--- src/rtl/conv1d_pkg.sv ---
// Shared types and helpers for the conv1d result register bank readers.
package conv1d_pkg;

    typedef enum logic {
        IDLE,
        DRAIN
    } ser_state_t;

    localparam int unsigned N_BIT_DEFAULT = 8;

    // LSB position of lane 'lane' inside a packed vector of n_bit-wide lanes.
    function automatic int unsigned lane_lsb(input int unsigned lane, input int unsigned n_bit);
        return lane * n_bit;
    endfunction

endpackage

--- src/rtl/conv1d_lane_mux.sv ---
// N_OUT:1 mux of N_BIT-wide lanes from a packed result-bank vector.
module conv1d_lane_mux
    import conv1d_pkg::*;
#(
    parameter int unsigned N_BIT = N_BIT_DEFAULT,
    parameter int unsigned N_OUT = 4,
    parameter int unsigned SEL_W = $clog2(N_OUT)
) (
    input  logic [N_OUT*N_BIT-1:0] lanes,
    input  logic [SEL_W-1:0]       sel,
    output logic [N_BIT-1:0]       lane
);

    always_comb begin
        lane = '0;
        for (int unsigned k = 0; k < N_OUT; k++) begin
            if (sel == SEL_W'(k)) begin
                lane = lanes[lane_lsb(k, N_BIT) +: N_BIT];
            end
        end
    end

endmodule

--- src/rtl/conv1d_out_serializer.sv ---
// Captures one N_OUT-lane result vector and streams it out one lane per beat.
module conv1d_out_serializer
    import conv1d_pkg::*;
#(
    parameter int unsigned N_BIT = N_BIT_DEFAULT,
    parameter int unsigned N_OUT = 4,
    parameter int unsigned CNT_W = 16
) (
    input  logic                     clk,
    input  logic                     rst_n,
    input  logic                     in_valid,
    input  logic [N_OUT*N_BIT-1:0]   in_data,
    output logic                     in_ready,
    output logic                     out_valid,
    input  logic                     out_ready,
    output logic [N_BIT-1:0]         out_data,
    output logic [$clog2(N_OUT)-1:0] out_idx,
    output logic                     out_last,
    output logic                     busy,
    output logic [CNT_W-1:0]         frame_cnt
);

    localparam int unsigned IDX_W = $clog2(N_OUT);
    localparam logic [IDX_W-1:0] LAST_IDX = IDX_W'(N_OUT - 1);

    ser_state_t             state;
    logic [N_OUT*N_BIT-1:0] buffer;
    logic [IDX_W-1:0]       idx;
    logic                   at_last;
    logic                   in_fire;
    logic                   out_fire;

    assign at_last  = (idx == LAST_IDX);
    // Combinational out_ready -> in_ready path lets the next vector land on the final beat.
    assign in_ready = rst_n & ((state == IDLE) | ((state == DRAIN) & at_last & out_ready));
    assign in_fire  = in_valid & in_ready;
    assign out_fire = out_valid & out_ready;

    assign out_valid = (state == DRAIN);
    assign busy      = (state == DRAIN);
    assign out_idx   = idx;
    assign out_last  = (state == DRAIN) & at_last;

    conv1d_lane_mux #(
        .N_BIT (N_BIT),
        .N_OUT (N_OUT),
        .SEL_W (IDX_W)
    ) u_lane_mux (
        .lanes (buffer),
        .sel   (idx),
        .lane  (out_data)
    );

    always_ff @(posedge clk or negedge rst_n) begin
        if (!rst_n) begin
            state     <= IDLE;
            buffer    <= '0;
            idx       <= '0;
            frame_cnt <= '0;
        end else begin
            case (state)
                IDLE: begin
                    if (in_fire) begin
                        buffer <= in_data;
                        idx    <= '0;
                        state  <= DRAIN;
                    end
                end
                DRAIN: begin
                    if (out_fire) begin
                        if (at_last) begin
                            frame_cnt <= frame_cnt + CNT_W'(1);
                            idx       <= '0;
                            if (in_fire) begin
                                buffer <= in_data;
                            end else begin
                                state <= IDLE;
                            end
                        end else begin
                            idx <= idx + IDX_W'(1);
                        end
                    end
                end
                default: state <= IDLE;
            endcase
        end
    end

endmodule
--- config.mk ---
export PLATFORM = sky130hd
export DESIGN_NAME = conv1d_out_serializer
export DESIGN_NICKNAME = d
export VERILOG_FILES = /design/src/rtl/conv1d_pkg.sv /design/src/rtl/conv1d_lane_mux.sv /design/src/rtl/conv1d_out_serializer.sv
export SDC_FILE = /design/constraint.sdc
export NUM_CORES = 1
export LEC_CHECK = 0
export CAP_MARGIN = 20
export CORE_MARGIN = 3
export CORE_UTILIZATION = 45
export DETAILED_ROUTE_END_ITERATION = 10
export PLACE_DENSITY = 0.81
export SLEW_MARGIN = 20
export SYNTH_ARGS = -nofsm -noshare
export SYNTH_HDL_FRONTEND = slang
export SYNTH_HIERARCHICAL = 1
export SYNTH_SLANG_ARGS = --single-unit
--- constraint.sdc ---
create_clock -name clk -period 2.25 [get_ports clk]
set_clock_uncertainty 0.2 [all_clocks]
set_input_delay 0.3375 -clock clk [delete_from_list [all_inputs] [get_ports clk]]
set_output_delay 0.3375 -clock clk [all_outputs]
set_load 0.03 [all_outputs]
# Word-level counts from Yosys, hierarchy flattened
# Cells that the tools add are included.
op_classes:
  multipliers: 0
  n_eq_ne: 6
  reduce_logical: 4
  n_bitwise: 7
  order_cmp: 0
  div_mod_pow: 0
  add_sub_neg: 2
  mux: 16
  n_shift: 0
ops:
  columns: ["cell", "count"]
  rows:
  - ["32-bit 2-to-1 mux", 3]
  - ["32-bit case mux with 2 select lines", 1]
  - ["8-bit 2-to-1 mux", 4]
  - ["16-bit by 1-bit adder with 16-bit output (second input constant)", 1]
  - ["2-bit 2-to-1 mux", 3]
  - ["1-bit bitwise AND", 5]
  - ["2-bit == test (second input constant)", 2]
  - ["2-bit by 1-bit != test with 1-bit output (second input constant)", 2]
  - ["2-bit case mux with 2 select lines", 1]
  - ["2-bit AND reduction", 2]
  - ["1-bit 2-to-1 mux", 3]
  - ["3-bit AND reduction", 1]
  - ["2-bit by 1-bit adder with 2-bit output (second input constant)", 1]
  - ["2-bit by 1-bit == test with 1-bit output (second input constant)", 1]
  - ["2-bit logical NOT", 1]
  - ["2-bit != test (second input constant)", 1]
  - ["1-bit case mux with 2 select lines", 1]
  - ["1-bit NOT", 1]
  - ["1-bit bitwise OR", 1]
totals:
  rom_bits: 0
  output_inout_bits: 30
  inputBits: 36
  regBits: 51
  ram_bits: 0
  memories: 0
  elab_cells: 39
  latchBits: 0

# Logic depth before layout (Yosys ltp)
# Gate-level depths: netlist (run 1).
depth:
  word_depth: 10
  ltp_mapped: 5

# Hierarchy
# Netlist (run 1), hierarchy kept.
modules_own_cells:
  columns: ["mod", "area_each_um2", "instances", "cells_per_inst", "seq_area_each_um2"]
  rows:
  - ["conv1d_out_serializer", 2109.5, 1, 146, 1276.2]
  - ["conv1d_lane_mux", 196.4, 1, 10, 0.0]

# Worst setup path before layout (run 1)
# Ideal clock, no wire load.
synth_path:
  path_type: "flip-flop to flip-flop"
  start: "register idx[0] (netlist: out_idx[0])"
  end: "register buffer[0]"
  slack_ns: 0.214
  n_path_buf: 1
  setup_ns: 0.127
  synth_period_minus_slack_ns: 2.036
  path_stages_with_launch: 6
  t_arrival_ns: 1.708
  required_ns: 1.923
  cell_sequence: "dfrtp_1 > ha_1 > nand2_1 > a21oi_4 > buf_6 > mux2_1"
synth_via:
  elab_chain_len: 10
synth_rtl:
  columns: ["element", "line", "rtl"]
  rows:
  - ["start, declared", "conv1d_out_serializer.sv:28", "logic [IDX_W-1:0] idx;"]
  - ["start signal, assigned", "conv1d_out_serializer.sv:80", "idx <= idx + IDX_W'(1);"]
  - ["2-bit == test (*)", "conv1d_out_serializer.sv:33", "assign at_last = (idx == LAST_IDX);"]
  - ["1-bit bitwise AND (2 in a row)", "conv1d_out_serializer.sv:35", "assign in_ready = rst_n & ((state == IDLE) | ((state == DRAIN) & at_last & out_ready));"]
  - ["1-bit bitwise OR", "conv1d_out_serializer.sv:35", null]
  - ["1-bit bitwise AND", "conv1d_out_serializer.sv:35", null]
  - ["1-bit bitwise AND", "conv1d_out_serializer.sv:36", "assign in_fire = in_valid & in_ready;"]
  - ["32-bit 2-to-1 mux (3 in a row)", null, null]
  - ["32-bit case mux with 2 select lines", null, null]
  - ["end signal, assigned", "conv1d_out_serializer.sv:64", "buffer <= in_data;"]
  - ["end signal, assigned", "conv1d_out_serializer.sv:75", "buffer <= in_data;"]
  - ["end, declared", "conv1d_out_serializer.sv:27", "logic [N_OUT*N_BIT-1:0] buffer;"]
# Mark *: on every way between the ends. The rest lies on a longest branch, timed or not. The select of a mux whose other input is x is not followed.
# A chain may end at the register's enable or synchronous reset.

# Worst setup path in the final report (run 1)
layout_path:
  start: "register idx[0] (netlist: out_idx[0])"
  end: "output out_data[1]"
layout_via:
  elab_chain_len: 5
layout_rtl:
  columns: ["element", "line", "rtl"]
  rows:
  - ["2-bit logical NOT", "conv1d_lane_mux.sv:17", "if (sel == SEL_W'(k)) begin"]
  - ["8-bit 2-to-1 mux (3 in a row)", "conv1d_lane_mux.sv:17", null]
  - ["8-bit 2-to-1 mux (*)", "conv1d_lane_mux.sv:17", null]
  - ["end, declared", "conv1d_out_serializer.sv:16", "output logic [N_BIT-1:0] out_data,"]
# Mark *: on every way between the ends. The rest lies on a longest branch, timed or not.

==> results of run 1 <==
[final cells by class]
class	count	area, um2
Timing Repair Buffer	74	701.9
Sequential cell	51	1277
Tap cell	67	83.83
Clock buffer	6	72.57
Inverter	1	3.754
Fill cell	381	1728
Multi-Input combinational cell	97	968.4
Clock inverter	2	12.51
[metal layers]
layer / track usage, % / vias to the layer above / share of wire [%]
li1: - / 699 / -
met1: 24.19 / 732 / 46
met2: 24.83 / 55 / 45
met3: 6.265 / 5 / 7.3
met4: 5.338 / 0 / 1.3
met5: 0 / - / 0
[metrics by stage]
stage	TNS [ns]	setup WS [ns]	instances	power, mW	hold slack [ns]
after floorplan	0	0.2141	156	2.623	-0.1581
after global placement	0	0.09204	289	3.246	0.2629
after detailed placement	0	0.04726	289	3.304	0.2636
after CTS	0	0.0008020	298	3.763	0.2786
after global routing	-0.004427	-0.004427	298	3.940	0.3014
final	0	0.08278	298	3.675	0.2729
[power by group through the flow]
stage                     Clock (mW)  Sequential, mW  Combinational [mW]
final                          0.516            1.47                1.69
after global routing           0.594            1.53                1.82
after CTS                      0.538            1.47                1.75
after detailed placement           0            1.49                1.81
after global placement             0            1.47                1.77
after floorplan                    0            1.53                1.09
[state kept, by name, indices dropped and copies added (netlist names)]
| signal | count |
|---|---|
| out_idx | 2 |
| buffer | 32 |
| frame_cnt | 16 |
| busy | 1 |
[what timing repair did]
item	CTS	global route
endpoints found under the setup margin	9	8
resized for setup	18	9
hold buffers	1	0
endpoints found under the hold margin	51	0
[worst max-delay path: stages, from the launching register on]
cell	delay, ns
dfrtp_1	0.35
buf_4	0.18
mux4_2	0.50
clkdlybuf4s15_2	0.29
[worst max path at each step]
| stage | startpoint | end | slack [ns] | cells past startpoint |
|---|---|---|---|---|
| floorplan | out_idx[0] | buffer[0] | 0.21 | 5 |
| global placement | out_idx[0] | out_data[2] | 0.09 | 3 |
| detailed placement | out_ready | buffer[17] | 0.05 | 5 |
| CTS | out_idx[0] | out_data[3] | 0.0008 | 3 |
| global route | out_idx[0] | in_ready | -0.004 | 6 |
| finish | out_idx[0] | out_data[1] | 0.08 | 3 |
[kinds of logic (layout without fill, tap and decap cells)]
logic type                 after synthesis  after routing  synth area share, %
xor gates and xnor gates                15             15                5.697
adders and majority gates                2              2                1.085
buffers and inverters                    8             83                2.875
and+or+nand+nor                         34             34                9.061
AOI/OAI and AO/OA                        4              4                1.574
DFF                                     51             51                55.34
muxes                                   42             42                24.36
[placed cells by master (no fill, tap or decap), types with 2 or more instances in the layout]
cell | Yosys | layout
and3_1 | 3 | 3
buf_4 | 1 | 9
clkbuf_2 | 1 | 5
nand3_1 | 5 | 5
clkdlybuf4s50_1 | 0 | 54
nor4_4 | 2 | 2
dfrtp_1 | 51 | 50
nand4_1 | 2 | 2
and2_1 | 2 | 2
nor2_1 | 3 | 3
nand2_1 | 13 | 12
mux4_2 | 8 | 8
clkbuf_8 | 0 | 5
xor2_1 | 6 | 6
mux2_1 | 33 | 33
xnor2_1 | 9 | 9
clkdlybuf4s15_2 | 0 | 3
==> metrics.txt, run 1 <==
drt drc=0; hold depth=1; Post-synth top flop=dfrtp_1; Worst R2R Start=out_idx[0]; layout cell share with drive strength beyond 1=18.61%; core area=0.004848 mm2; number of buffers created by CTS=5; placed standard-cell area=0.003040 mm2; WL/cell=15.32 um; ys async rst share=100.0%; combinational share of power=46.0%; EDFF count, synth=0; Hold EP=frame_cnt[15]; Sw Share=37.46%; antenna violations before repair=0; share of the synthesized area in the top cell type=55.34%; Routed Wire Length=4564 um; final hold viol count=0; row count=25; NumNets Final=268; Syn Inst Count=156; status=completed; final max-slew violation count=0; syn nets=194; gpl congestion=0.7270; largest net degree at the start of global routing=52; crit path time final=2.167 ns; RSZ-0062 raised after global routing=yes; startpoint types=flip-flop; leak pwr=1.363 nW; largest area contributor in the netlist=dfrtp_1; H-tree Lvls=2; # diodes=0; Die Span Y=77.59 um; cell area power density=1178 mW/mm2; register area share after synthesis=55.34%; antenna-violating nets left=0; post-DP HPWL=3327 um; IR drop worst, VDD=707.8 uV; DIE WIDTH=77.59 um; Overall Global Routing Usage=17.20%; FF-to-FF path depth=6; Reg power frac=40.0%; Syn Area/Cell=14.78 um2; top-count cell post-synth=dfrtp_1; Synth cell types=27; Synth Warn #=6; max-cap violations=0; Vias/cell=5.003; Worst setup EP type=primary output; Clock power frac=14.0%; hold crit path type=flip-flop to flip-flop; Worst-path clk slew=0.09 ns; Root Buffer=clkbuf_8; worst-case clock buffer depth=2; Iteration-0 DRC Markers=74; Die ar.=0.006019 mm2; reg-to-reg critical path endpoint=buffer[31]; TritonCTS clock tree=yes; worst-margin pin slew=0.6262 ns; Core Util, Final=64.36%; Post-synth top cells=dfrtp_1, mux2_1, nand2_1; Vias=1,491; final instance area=0.003120 mm2; final period utilization=96.32%; Req. time, crit path=1.71 ns; number of global-route vias before repair=1,604; Worst Path Arrival=1.63 ns; critical path peak fanout=7; reg-to-reg slack, setup=0.26 ns; I/O Pins=66; mapped cell area=0.002306 mm2; internal power=2.298 mW; Fmax achieved=461.4 MHz; post-CTS setup buffer count=0; GRT Residual Overflow=0; Port Buffers=65; Worst-Skew Late Latency=0.30 ns; Sink Count=51; DR pass1 iterations=4; # setup viols final=0; Starting Density=47.56%; global-route wire length before repair=8045 um; Seq cells post-synth=51; Slew HR=58.25%; Worst Hold Launch=frame_cnt[15]; area delta synth->final=35.32%; top post-synthesis cells by area=dfrtp_1, mux2_1, mux4_2, xnor2_1, xor2_1; Setup CP Type=flip-flop to primary output; Sw Pwr=1.377 mW
(Power assumes the default switching activity.)
==> run 2, diff against run 1 <==
--- a/config.mk
+++ b/config.mk
@@ -5,11 +5,12 @@
 export SDC_FILE = /design/constraint.sdc
 export NUM_CORES = 1
 export LEC_CHECK = 0
+export ABC_AREA = 1
 export CAP_MARGIN = 20
 export CORE_MARGIN = 3
 export CORE_UTILIZATION = 45
 export DETAILED_ROUTE_END_ITERATION = 10
-export PLACE_DENSITY = 0.81
+export PLACE_DENSITY = 0.8
 export SLEW_MARGIN = 20
 export SYNTH_ARGS = -nofsm -noshare
 export SYNTH_HDL_FRONTEND = slang
==> run 2 against run 1 <==
Sequential power grew 3%. Critical path type unchanged. Total power up 4.9%. Non-clock buffer count rose by 3. Largest power group unchanged.
==> metrics.txt, run 2 <==
NumNets Final=407; global-route wire length before repair=9584 um; gpl congestion=0.8080; status=completed; top-count cell post-synth=nand2_1; area delta synth->final=33.62%; H-tree Lvls=2; DIE WIDTH=79.71 um; Post-synth top flop=dfrtp_1; Reg power frac=39.4%; Setup CP Type=flip-flop to primary output; # setup viols final=0; Sw Pwr=1.630 mW; register area share after synthesis=52.20%; layout cell share with drive strength beyond 1=8.649%; Hold EP=buffer[5]; Worst Path Arrival=1.64 ns; Synth Warn #=6; Die Span Y=79.71 um; reg-to-reg critical path endpoint=buffer[0]; max-cap violations=0; Slew HR=74.15%; internal power=2.227 mW; pre-CTS WS=0.1361 ns; setup ws final=0.06854 ns; Die ar.=0.006354 mm2; Syn Area/Cell=8.260 um2; I/O Pins=66; Vias/cell=4.898; # diodes=0; antenna violations before repair=0; leak pwr=1.664 nW; Port Buffers=65; syn nets=334; Post-synth top cells=nand2_1, dfrtp_1, nand3_1; crit path time final=2.181 ns; post-synthesis compound-gate area fraction=0.8188%; highest cell delay on the worst timing path=0.43 ns; worst-path cell chain=buf_12, nor2_4, nand2_1, nand4_1, dlygate4sd2_1; hold crit path type=flip-flop to flip-flop; largest family of logic cells by synthesized area=simple AND/OR/NAND/NOR gates; Worst-Skew Late Latency=0.30 ns; cell area power density=1181 mW/mm2; combinational share of power=46.4%; final hold viol count=0; EDFF count, synth=0; Layout fillers=443; Clock power frac=14.2%; number of buffers created by CTS=5; max reg flops=32; largest net degree at the start of global routing=34; Sw Share=42.26%; worst-case clock buffer depth=2; reg-to-reg slack, setup=0.30 ns; Vias=2,155; Synth cell types=21; share of the synthesized area in the top cell type=52.20%; top post-synthesis cells by area=dfrtp_1, nand2_1, nand3_1, buf_6, nand4_1; mapped cell area=0.002445 mm2; drt drc=0; Slowest cell on crit path=dfrtp_2; post-DP HPWL=4215 um; hold depth=2; adder-cell share of the synthesized area=1.024%; IR drop worst, VDD=590.3 uV; Post-Synth XOR/XNOR Area=3.582%; Starting Density=47.27%; critical path peak fanout=8; Root Buffer=clkbuf_8; Fmax achieved=458.4 MHz; FF+latch area=0.001279 mm2; Routed Wire Length=5646 um; ys async rst share=100.0%; Worst-path clk slew=0.09 ns; Top reg by flops=buffer; Sink Count=51; startpoint types=flip-flop; Sum Neg Setup Slack=0 ns; most common cell after layout, fill and taps aside=nand2_1; RSZ-0062 raised after global routing=no; final period utilization=96.95%; DR pass1 iterations=4; Seq cells post-synth=51; core area=0.005172 mm2; TritonCTS clock tree=yes; largest area contributor in the netlist=dfrtp_1; Iteration-0 DRC Markers=172; Overall Global Routing Usage=19.27%; Req. time, crit path=1.71 ns; number of global-route vias before repair=2,157; antenna-violating nets left=0; GRT Residual Overflow=0; Worst setup EP type=primary output; Synth Area in Simple Gates=35.26%; multi-input logic area=997.2 um2; Core Util, Final=63.16%; Syn Inst Count=296; worst-margin pin slew=0.3878 ns; multiplexer share of the synthesized area=0%; most frequent cells in the layout=nand2_1, clkdlybuf4s50_1, dfrtp_1, nand3_1, inv_1; row count=26; WL/cell=12.83 um; final max-slew violation count=0; Worst R2R Start=out_idx[0]; FF-to-FF path depth=9; Worst Hold Launch=buffer[5]
run 2: through the flow:
step	std cells	cell area (um2)	power (mW)	hold WS [ns]
after global placement	430	3147	3.341	0.1650
after detailed placement	430	3147	3.386	0.1672
after global routing	440	3267	4.140	0.3128
after floorplan	296	2445	2.695	-0.1581
final	440	3267	3.857	0.2862
after CTS	440	3263	3.888	0.2913
run 2: routing by layer:
layer / vias to the layer above / global-route usage, % / share of wire (%)
li1: 1081 / - / -
met1: 997 / 23.63 / 44
met2: 72 / 33.97 / 49
met3: 5 / 4.628 / 6.4
met4: 0 / 4.811 / 0.64
met5: - / 0 / 0
run 2: worst max-delay path by stage:
stage,from,end,slack [ns],cells past startpoint
after floorplan,out_idx[0],buffer[10],0.31,8
after global placement,out_idx[1],out_data[2],0.16,4
after detailed placement,out_idx[1],out_data[1],0.14,4
after CTS,out_idx[1],in_ready,0.03,5
after global routing,out_idx[0],out_data[7],0.009,5
final,out_idx[0],out_data[3],0.07,5
run 2: kinds of logic after synthesis:
logic type | after synthesis
and+or+nand+nor | 199
AOI/OAI and AO/OA | 4
xor gates and xnor gates | 10
buffers and inverters | 30
adders and majority gates | 2
DFF | 51
run 2: worst max-delay path, delay by kind of cell (launching register included):
family / cells / cell delay [ns]
DFF: 1 / 0.43
buffers and inverters: 2 / 0.54
and+or+nand+nor: 3 / 0.38
run 2: area by class of cell:
type                            instances  share of cell area (%)
Clock buffer                            7                   2.643
Clock inverter                          1                  0.2681
Multi-Input combinational cell        215                   30.52
Timing Repair Buffer                   77                   22.52
Tap cell                               70                   2.681
Sequential cell                        51                   39.14
Inverter                               19                   2.221
run 2: repair_timing:
item                                    4_1_cts  5_1_grt
hold buffers                                  1        0
endpoints found under the hold margin        20        0
endpoints found under the setup margin        9        2
resized for setup                             9        2
setup buffers                                 1        0
run 2: power by group through the flow:
stage	registers (mW)	clock network, mW	logic [mW]
final	1.52	0.548	1.79
after floorplan	1.57	0	1.13
after global placement	1.53	0	1.81
after global routing	1.57	0.599	1.97
after CTS	1.52	0.567	1.80
after detailed placement	1.54	0	1.84
